File: src/rtl/multdiv_pkg.sv
// Shared types and constants for the multiply/divide iteration counter.
// Holds the two-state sequencing enum and the default counter width.
// No logic; imported by multdiv_step_counter and its sub-module.
package multdiv_pkg;

  // Default counter width: enough for the 32/64 iterations of a word multdiv.
  localparam int unsigned MULTDIV_CNT_W = 6;

  // Sequencer state: idle (waiting for start) or running a sequence.
  typedef enum logic {
    IDLE = 1'b0,
    RUN  = 1'b1
  } cnt_state_e;

endpackage

File: src/rtl/updown_counter_core.sv
// Plain loadable up/down register with asynchronous active-low clear.
// Latency: q reflects load/step one edge after the controlling inputs.
// Backpressure: none; en=0 simply holds q.
// Ports:
//   clk, clr_n     clock and asynchronous active-low clear
//   load, load_val synchronous load (takes priority over en)
//   en, dir        step enable and direction (0 = +1, 1 = -1), modulo 2^WIDTH
//   q              registered count
module updown_counter_core #(
  parameter int unsigned WIDTH = multdiv_pkg::MULTDIV_CNT_W
) (
  input  logic             clk,
  input  logic             clr_n,
  input  logic             load,
  input  logic [WIDTH-1:0] load_val,
  input  logic             en,
  input  logic             dir,
  output logic [WIDTH-1:0] q
);

  logic [WIDTH-1:0] cnt_q;
  logic [WIDTH-1:0] cnt_d;

  always_comb begin
    cnt_d = cnt_q;
    if (load) begin
      cnt_d = load_val;
    end else if (en) begin
      cnt_d = dir ? (cnt_q - WIDTH'(1)) : (cnt_q + WIDTH'(1));
    end
  end

  always_ff @(posedge clk or negedge clr_n) begin
    if (!clr_n) begin
      cnt_q <= '0;
    end else begin
      cnt_q <= cnt_d;
    end
  end

  assign q = cnt_q;

endmodule

File: src/rtl/multdiv_step_counter.sv
// Iteration counter for the multdiv sequencer: start/busy/done around an up/down core.
// Latency: busy/q valid one edge after an accepted start; done one edge after final step.
// Backpressure: en=0 stalls the count; abort cancels a running sequence without done.
// Ports:
//   clk, clr_n          clock and asynchronous active-low clear
//   start, load_val,dir new-sequence request (accepted only when idle) with its parameters
//   en, abort           advance enable and synchronous cancel while running
//   q, busy             registered count and running flag
//   last                combinational final-iteration marker (busy & q == term)
//   done                one-cycle pulse after normal completion
module multdiv_step_counter
  import multdiv_pkg::*;
#(
  parameter int unsigned WIDTH = MULTDIV_CNT_W  // must be >= 2
) (
  input  logic             clk,
  input  logic             clr_n,
  input  logic             start,
  input  logic [WIDTH-1:0] load_val,
  input  logic             dir,
  input  logic             en,
  input  logic             abort,
  output logic [WIDTH-1:0] q,
  output logic             busy,
  output logic             last,
  output logic             done
);

  cnt_state_e       state_q, state_d;
  logic [WIDTH-1:0] term_q, term_d;
  logic             dir_q, dir_d;
  logic             done_q, done_d;

  logic             cnt_load;
  logic             cnt_en;
  logic [WIDTH-1:0] cnt_init;
  logic             at_term;

  assign at_term = (q == term_q);

  // Next-state and counter control. The count stops at term rather than
  // stepping past it, which is why q can never wrap in either direction.
  always_comb begin
    state_d  = state_q;
    term_d   = term_q;
    dir_d    = dir_q;
    done_d   = 1'b0;
    cnt_load = 1'b0;
    cnt_en   = 1'b0;
    cnt_init = load_val;

    unique case (state_q)
      IDLE: begin
        // start together with abort is dropped.
        if (start && !abort) begin
          state_d  = RUN;
          cnt_load = 1'b1;
          dir_d    = dir;
          // Up runs 0 -> load_val, down runs load_val -> 0.
          cnt_init = dir ? load_val : '0;
          term_d   = dir ? '0 : load_val;
        end
      end
      RUN: begin
        if (abort) begin
          state_d = IDLE;
        end else if (en) begin
          if (at_term) begin
            state_d = IDLE;
            done_d  = 1'b1;
          end else begin
            cnt_en = 1'b1;
          end
        end
      end
      default: begin
        state_d = IDLE;
      end
    endcase
  end

  always_ff @(posedge clk or negedge clr_n) begin
    if (!clr_n) begin
      state_q <= IDLE;
      term_q  <= '0;
      dir_q   <= 1'b0;
      done_q  <= 1'b0;
    end else begin
      state_q <= state_d;
      term_q  <= term_d;
      dir_q   <= dir_d;
      done_q  <= done_d;
    end
  end

  updown_counter_core #(
    .WIDTH(WIDTH)
  ) u_core (
    .clk     (clk),
    .clr_n   (clr_n),
    .load    (cnt_load),
    .load_val(cnt_init),
    .en      (cnt_en),
    .dir     (dir_q),
    .q       (q)
  );

  assign busy = (state_q == RUN);
  assign last = busy & at_term;
  assign done = done_q;

endmodule

File: config.mk
export PLATFORM = sky130hd
export DESIGN_NAME = multdiv_step_counter
export DESIGN_NICKNAME = d
export VERILOG_FILES = /design/src/rtl/multdiv_pkg.sv /design/src/rtl/updown_counter_core.sv /design/src/rtl/multdiv_step_counter.sv
export SDC_FILE = /design/constraint.sdc
export NUM_CORES = 1
export LEC_CHECK = 0
export CORE_MARGIN = 1.5
export CORE_UTILIZATION = 50
export DETAILED_ROUTE_END_ITERATION = 6
export GPL_TIMING_DRIVEN = 0
export PLACE_DENSITY = 0.75
export SLEW_MARGIN = 10
export SYNTH_ARGS = -nofsm -noshare
export SYNTH_HDL_FRONTEND = slang
export SYNTH_SLANG_ARGS = --single-unit
export TNS_END_PERCENT = 100
File: constraint.sdc
create_clock -name clk -period 2.2 [get_ports clk]
set_clock_uncertainty 0.05 [all_clocks]
set_input_delay 0.44 -clock clk [delete_from_list [all_inputs] [get_ports clk]]
set_output_delay 0.44 -clock clk [all_outputs]
set_load 0.1 [all_outputs]
Word-level counts from Yosys, hierarchy flattened
Cells that the tools add are included.

Bitwise operators: 2. Add/sub/neg operators: 2. Muxes and demuxes: 20. Reductions and logical operators: 4. Equality and inequality tests: 1.

Operators by type and width (count): $mux 6 (7); $mux 1 (12); $add 6x1->6 const B (1); $eq 6x6->1 (1); $sub 6x1->6 const B (1); $pmux 1 s2 (1); $reduce_and 2->1 (1); $reduce_bool 2->1 (1); $and 1x1->1 (1); $logic_and 1x1->1 (1); $logic_not 1->1 (1); $not 1->1 (1).

Bits of input ports: 12. Word-level logic and storage cells: 34. Register bits after elaboration: 15.

Depth between registers and ports, before layout
Gate-level depths: netlist of run 1.

Depth after elaboration: 7. Depth in mapped cells: 7. Mapped depth without buffers: 7.

Cells and area by module
A second synthesis of run 1 with hierarchy kept.

Cells, all modules: 94. Area, all modules: 932.1 um^2.

Modules (own cells, without submodules): multdiv_step_counter (times used 1, area each 471.7 um^2, cells each 45, seq. area each 225.2 um^2); updown_counter_core (times used 1, area each 460.4 um^2, cells each 49, seq. area each 150.1 um^2).

Worst setup path after synthesis of run 1
Ideal clock, no wire load.

Path kind: reg-to-output. From: reg u_core.cnt_q[0], in the netlist u_core.q[0]. To: out last. Arrival: 3.424 ns. Buffers on the path: 0. Setup slack: -1.714 ns. Required time: 1.710 ns. Stages on the path, launching flop included: 4. Cells stage by stage: dfrtp_1 > xnor2_1 > nand4_2 > nor3_1.

Word-level cells in the longest chain between the ends: 2.

RTL lines: start: declaration (RTL line updown_counter_core.sv:21) `logic [WIDTH-1:0] cnt_q;`; start signal: assignment (RTL line updown_counter_core.sv:37) `cnt_q <= cnt_d;`; $eq 6x6->1 (RTL line multdiv_step_counter.sv:39) `assign at_term = (q == term_q);`; $and 1x1->1 (RTL line multdiv_step_counter.sv:109) `assign last = busy & at_term;`; end: declaration (RTL line multdiv_step_counter.sv:25) `output logic last,`.

No other way between the ends.

Final worst setup path of run 1
From: reg u_core.cnt_q[1], in the netlist u_core.q[1]. To: out q[1].

RTL lines: end: declaration (RTL line multdiv_step_counter.sv:23) `output logic [WIDTH-1:0] q,`.

No word-level cell between the ends.

==> results.cfg, run 1 <==
[critical_path]
r2r_end = u_core.q[5]$_DFFE_PN0P_
crit_path_max_fanout = 4
crit_required_ns = 1.71
cpLargestDelayFamily = buffers and inverters
setup.worst_path.end_class = output port
reg2reg_from = u_core.q[1]$_DFFE_PN0P_
reg2reg_slack_ns = 0.22
cp_slowest_cell = dlygate4sd2_1
worstPathCellList = dlygate4sd2_1
critical_path_buf_inv_count = 1
max_stage_delay_ns = 0.87
ff2ff_path_depth = 6
start_kind = register
critPathKind = register to output port
critPathArrivalTime_ns = 1.62

[worst_hold_path]
hold_class = register to register
whs_path_depth = 2
min_to = term_q[5]$_DFFE_PN0P_
hold_path_startpoint = term_q[5]$_DFFE_PN0P_

[clock_network]
cts_sinks = 15
cts_max_path_buffers = 2
clock_latency_ns = 0.28
cts_tree = done
htreeDepth = 1
clockRootBuffer = clkbuf_4
cts_buffers = 3
ctsHoldBuffers = 0
clk_pin_slew_ns = 0.09
postCtsSetupRepairBufs = 0

[outcome]
status = complete, no violations

[final_layout]
drive_gt1_share_pct = 21.9
syn_to_final_growth_pct = 31.5
finish.utilization_pct = 68.8
nNetsFinal = 146
antenna_cells = 0

[yosys]
synth_cell_types = 36
syn_area_sq_um = 1020
avgSynthCellArea_sq_um = 9.77
synth_warnings = 0
syn_nets = 121
ys_ff_latch = 15
seq_area_frac_synth_pct = 36.9
synth_cells = 104

[power_and_ir_drop]
ir_worst_vdd_mv = 1.25
seq_power_share_pct = 27.1
netSwitchingFraction_pct = 53.5
leakage_uw = 0.000589
p_int_uw = 873
power.density_nw_per_um2 = 1400
switchingPower_uw = 1000
pwr-share-comb_pct = 64.3
power.clock.fraction_pct = 8.6

[detailed_routing]
drtIter0Drc = 13
firstDrtPassIters = 4
wire_per_inst_um = 14.8
drc = 0
ant_nets = 0
vias_per_cell = 5.61
num_vias = 870
wirelength_um = 2290

[timing]
grt_setup_unrepaired = false
finalSetupViolations = 0
maxSlewHeadroom_pct = 35.9
fin_hold_ws_ns = 0.447
fin_crit_sh_pct = 96.0
timing.final.crit_period_ns = 2.11
fmax_mhz = 474
drv_slew = 0
setup-tns-final_ns = 0
hold_violations = 0
worst_slew_pin_slew_ns = 0.966

[floorplan]
core_sq_um = 1940
dieArea_sq_um = 2310
initial_core_util_pct = 52.3
io_pins = 21
die_w_um = 48.1
rows = 16
die_h_um = 48.1

[job]
max_cap_viol_count = 0

[placed_design]
place_congestion = 0.750
dp_hpwl_um = 1810
portBuffers = 20

[global_route]
grt_max_degree = 16
antenna_found_initial = 0
grt_pass1_wl_um = 3640
grtUsageMet3_pct = 2.26
overflow = 0
grt_pass1_vias = 812
grt_use_met2_pct = 40.3
grt_busiest_layer = met2
track_usage_pct = 23.9
grt_util_met1_pct = 30.3
Yosys cell counts:
library cell	n	area (sq um)
nand3b_1	6	45.0
o21bai_1	1	7.51
o211ai_1	1	7.51
o31ai_1	1	7.51
nand2_1	15	56.3
a32oi_1	1	8.76
a21oi_1	3	15.0
xor2_1	1	8.76
o21ai_0	6	30.0
nor2_1	4	15.0
a311oi_2	1	15.0
a21o_1	1	7.51
buf_2	2	10.0
nand4_2	1	12.5
clkbuf_1	1	3.75
or3b_4	1	11.3
o31a_1	2	17.5
inv_1	5	18.8
nor3b_1	1	7.51
dfrtp_1	15	375
o21a_1	2	15.0
nor2b_1	2	12.5
nand3_1	4	20.0
buf_6	1	11.3
ha_1	4	50.1
nor4_1	1	6.26
o21ai_4	2	32.5
mux2_2	1	11.3
or2b_1	1	7.51
mux2_4	3	45.0
nand4bb_1	1	11.3
nor3_1	3	15.0
a211oi_1	2	15.0
xnor2_1	6	52.6
mux2i_1	1	10.0
fa_1	1	20.0
per-stage QoR:
stage               cells  total power, uW  setup slack [ns]  instance area (sq um)
detailed placement    151             1760            -0.468                   1320
floorplan             104             1490            -0.103                   1080
global placement      151             1720            -0.460                   1320
CTS                   155             1890            0.0379                   1330
finish                155             1880            0.0885                   1340
global route          155             2000            0.0140                   1340
per-layer routing:
layer | up-vias | share of wire [%]
li1 | 418 | -
met1 | 440 | 44
met2 | 10 | 52
met3 | 2 | 2.6
met4 | 0 | 1.2
met5 | - | 0
worst min-delay path, cell delays in order, from the launching register on:
cell	delay (ns)
dfrtp_1	0.37
nand2_1	0.06
nand2_1	0.05
logic make-up after synthesis:
kind of cell	Yosys count	synth area share (%)
AOI/OAI and AO/OA	23	17.6
and+or+nand+nor	40	21.7
DFF	15	36.9
muxes	5	6.53
adders and majority gates	5	6.90
xor gates and xnor gates	7	6.03
buffers and inverters	9	4.31
placed cells by master (no fill, tap or decap), drive strengths merged, types with 2 or more instances in the layout:
| master | n |
|---|---|
| mux2 | 4 |
| ha | 4 |
| a211oi | 2 |
| nor2b | 2 |
| nand3 | 4 |
| o21a | 2 |
| dlygate4sd2 | 8 |
| buf | 4 |
| clkbuf | 5 |
| clkdlybuf4s50 | 11 |
| nand2 | 15 |
| nor3 | 3 |
| dfrtp | 15 |
| a21oi | 3 |
| xnor2 | 6 |
| o31a | 2 |
| inv | 5 |
| nor2 | 4 |
| nand3b | 6 |
| o21ai | 8 |
power groups by stage:
stage / registers [uW] / clock network (uW) / logic [uW]
finish: 508 / 162 / 1210
CTS: 508 / 168 / 1210
floorplan: 889 / 0 / 602
detailed placement: 515 / 0 / 1250
global placement: 506 / 0 / 1220
global route: 523 / 179 / 1290
worst max path at each step:
stage                                 start   end  slack [ns]  depth (start not counted)
global placement    u_core.q[2]$_DFFE_PN0P_  last       -0.46                          4
floorplan           u_core.q[2]$_DFFE_PN0P_  last       -0.10                          3
global route        u_core.q[0]$_DFFE_PN0P_  last        0.01                          4
detailed placement  u_core.q[0]$_DFFE_PN0P_  last       -0.47                          4
finish              u_core.q[1]$_DFFE_PN0P_  q[1]        0.09                          1
CTS                 u_core.q[0]$_DFFE_PN0P_  last        0.04                          4
flip-flops by register name, indices dropped and copies added, names as in the netlist:
signal / count
busy: 1
dir_q: 1
done: 1
term_q: 6
u_core.q: 6
final cells by class:
cell class | count | area, sq um
Sequential cell | 15 | 394
Multi-Input combinational cell | 80 | 647
Timing Repair Buffer | 20 | 191
Tap cell | 27 | 33.8
Clock buffer | 4 | 26.3
Inverter | 5 | 18.8
Buffer | 4 | 25.0
Fill cell | 171 | 606
timing repair:
action | CTS | global route
cloned | 0 | 0
endpoints found under the setup margin | 9 | 1
resized for setup | 14 | 1
Power figures use the tool's default switching activity.
==> run 2: changes to the inputs <==
--- a/config.mk
+++ b/config.mk
@@ -7,2 +7,3 @@
 export LEC_CHECK = 0
+export CAP_MARGIN = 10
 export CORE_MARGIN = 1.5
==> constraint.sdc (replaced) <==
create_clock -name clk -period 2.2 [get_ports clk]
set_clock_uncertainty 0.05 [all_clocks]
set_input_delay 0.33 -clock clk [delete_from_list [all_inputs] [get_ports clk]]
set_output_delay 0.33 -clock clk [all_outputs]
set_load 0.1 [all_outputs]
==> run 2 against run 1 <==
Net effect:
- clock-buffer cell count unchanged
- worst hold slack worse by 0.059 ns
- routed wire length down 5.9%
- non-clock buffer count unchanged
==> results.cfg, run 2 (synthesis results as in run 1) <==
[outcome]
status = complete, no violations

[global_route]
grt_max_degree = 16
grt_pass1_wl_um = 3290
overflow = 0
antenna_found_initial = 0
grt_pass1_vias = 725
track_usage_pct = 21.6

[critical_path]
cpLargestDelayFamily = buffers and inverters
reg2reg_slack_ns = 0.21
crit_required_ns = 1.82
crit_path_start = done$_DFF_PN0_
max_stage_delay_ns = 1.12
critPathKind = register to output port
worstSetupEndpoint = done
critPathArrivalTime_ns = 1.74
cp_num_cells = 1
reg2reg_from = u_core.q[1]$_DFFE_PN0P_
r2r_end = u_core.q[5]$_DFFE_PN0P_
crit_path_max_fanout = 1
critical_path_buf_inv_count = 1
setup.worst_path.end_class = output port
ff2ff_path_depth = 6
start_kind = register
worstPathCellList = clkdlybuf4s50_1
cp_slowest_cell = clkdlybuf4s50_1

[timing]
worst_slew_pin_slew_ns = 0.959
maxSlewHeadroom_pct = 35.9
drv_slew = 0
timing.final.crit_period_ns = 2.12
fmax_mhz = 472
fin_crit_sh_pct = 96.4
setup-tns-final_ns = 0
finalSetupViolations = 0
hold_violations = 0
grt_setup_unrepaired = false

[final_layout]
syn_to_final_growth_pct = 31.3
fin_area_sq_um = 1330
final_common_cell = nand2_1
drive_gt1_share_pct = 21.9
nNetsFinal = 146
final_cell_mix = nand2_1 (15), clkdlybuf4s50_1 (12), dfrtp_1 (8), dlygate4sd2_1 (7)
antenna_cells = 0

[clock_network]
htreeDepth = 1
cts_tree = done
clock_latency_ns = 0.29
clockRootBuffer = clkbuf_4
cts_max_path_buffers = 2
cts_sinks = 15
clk_pin_slew_ns = 0.09
cts_buffers = 3

[power_and_ir_drop]
power.density_nw_per_um2 = 1400
leakage_uw = 0.000583
ir_worst_vdd_mv = 1.17

[floorplan]
dieArea_sq_um = 2310
initial_core_util_pct = 52.3
core_sq_um = 1940
rows = 16
io_pins = 21
die_h_um = 48.1
die_w_um = 48.1

[placed_design]
portBuffers = 20
dp_hpwl_um = 1670
placed_area_sq_um = 1320
place_congestion = 0.750

[detailed_routing]
wire_per_inst_um = 13.9
ant_nets = 0
drtIter0Drc = 14
wirelength_um = 2160
drc = 0
vias_per_cell = 5.46
firstDrtPassIters = 4
num_vias = 846

[job]
max_cap_viol_count = 0

[worst_hold_path]
hold_class = input pin to asynchronous set/reset pin
run 2: where the power goes:
part	total, uW	internal, uW	switching [uW]
clock network	162	70.5	91.8
logic	1200	423	775
registers	502	381	121
total	1860	874	988
run 2: what timing repair did:
action,4_1_cts,5_1_grt
endpoints found under the hold margin,0,0
setup buffers,0,0
hold buffers,0,0
setup endpoints to repair,8,1
gates resized for setup,12,1
run 2: final cells by class:
class | count | area [sq um]
Inverter | 5 | 18.8
Timing Repair Buffer | 20 | 189
Fill cell | 166 | 608
Clock buffer | 4 | 26.3
Sequential cell | 15 | 394
Tap cell | 27 | 33.8
Buffer | 4 | 25.0
Multi-Input combinational cell | 80 | 647
run 2: how the worst min path moves through the flow:
stage,from,endpoint,slack (ns),cells after the start
global route,clr_n,u_core.q[0]$_DFFE_PN0P_,0.44,1
CTS,clr_n,term_q[1]$_DFFE_PN0P_,0.42,1
finish,clr_n,term_q[4]$_DFFE_PN0P_,0.39,1
floorplan,clr_n,busy$_DFF_PN0_,-0.02,0
global placement,term_q[3]$_DFFE_PN0P_,term_q[3]$_DFFE_PN0P_,0.42,2
detailed placement,term_q[5]$_DFFE_PN0P_,term_q[5]$_DFFE_PN0P_,0.43,2
run 2: worst reg2reg max path, stage by stage, from the launching register on:
cell,delay [ns]
dfrtp_4,0.52
ha_1,0.32
a211oi_1,0.30
o21bai_1,0.14
mux2i_1,0.16
o31a_1,0.25
o211ai_1,0.18
run 2: stage by stage:
| stage | utilization, % | worst slack, ns | cells | hold WS [ns] | total power (uW) |
|---|---|---|---|---|---|
| floorplan | - | 0.00634 | 104 | -0.0156 | 1490 |
| global placement | 67.9 | -0.370 | 151 | 0.422 | 1720 |
| detailed placement | 67.9 | -0.371 | 151 | 0.426 | 1750 |
| CTS | 68.6 | 0.0182 | 155 | 0.417 | 1870 |
| global route | 68.7 | 0.0269 | 155 | 0.437 | 1970 |
| finish | 68.7 | 0.0796 | 155 | 0.388 | 1860 |
run 2: routing by layer:
metal | global-route usage [%] | vias to the layer above | wire (um)
met5 | 0 | - | 0
met4 | 9.73 | 0 | 30
met3 | 4.53 | 5 | 72
met2 | 33.3 | 16 | 1050
met1 | 29.0 | 407 | 1010
li1 | - | 418 | -
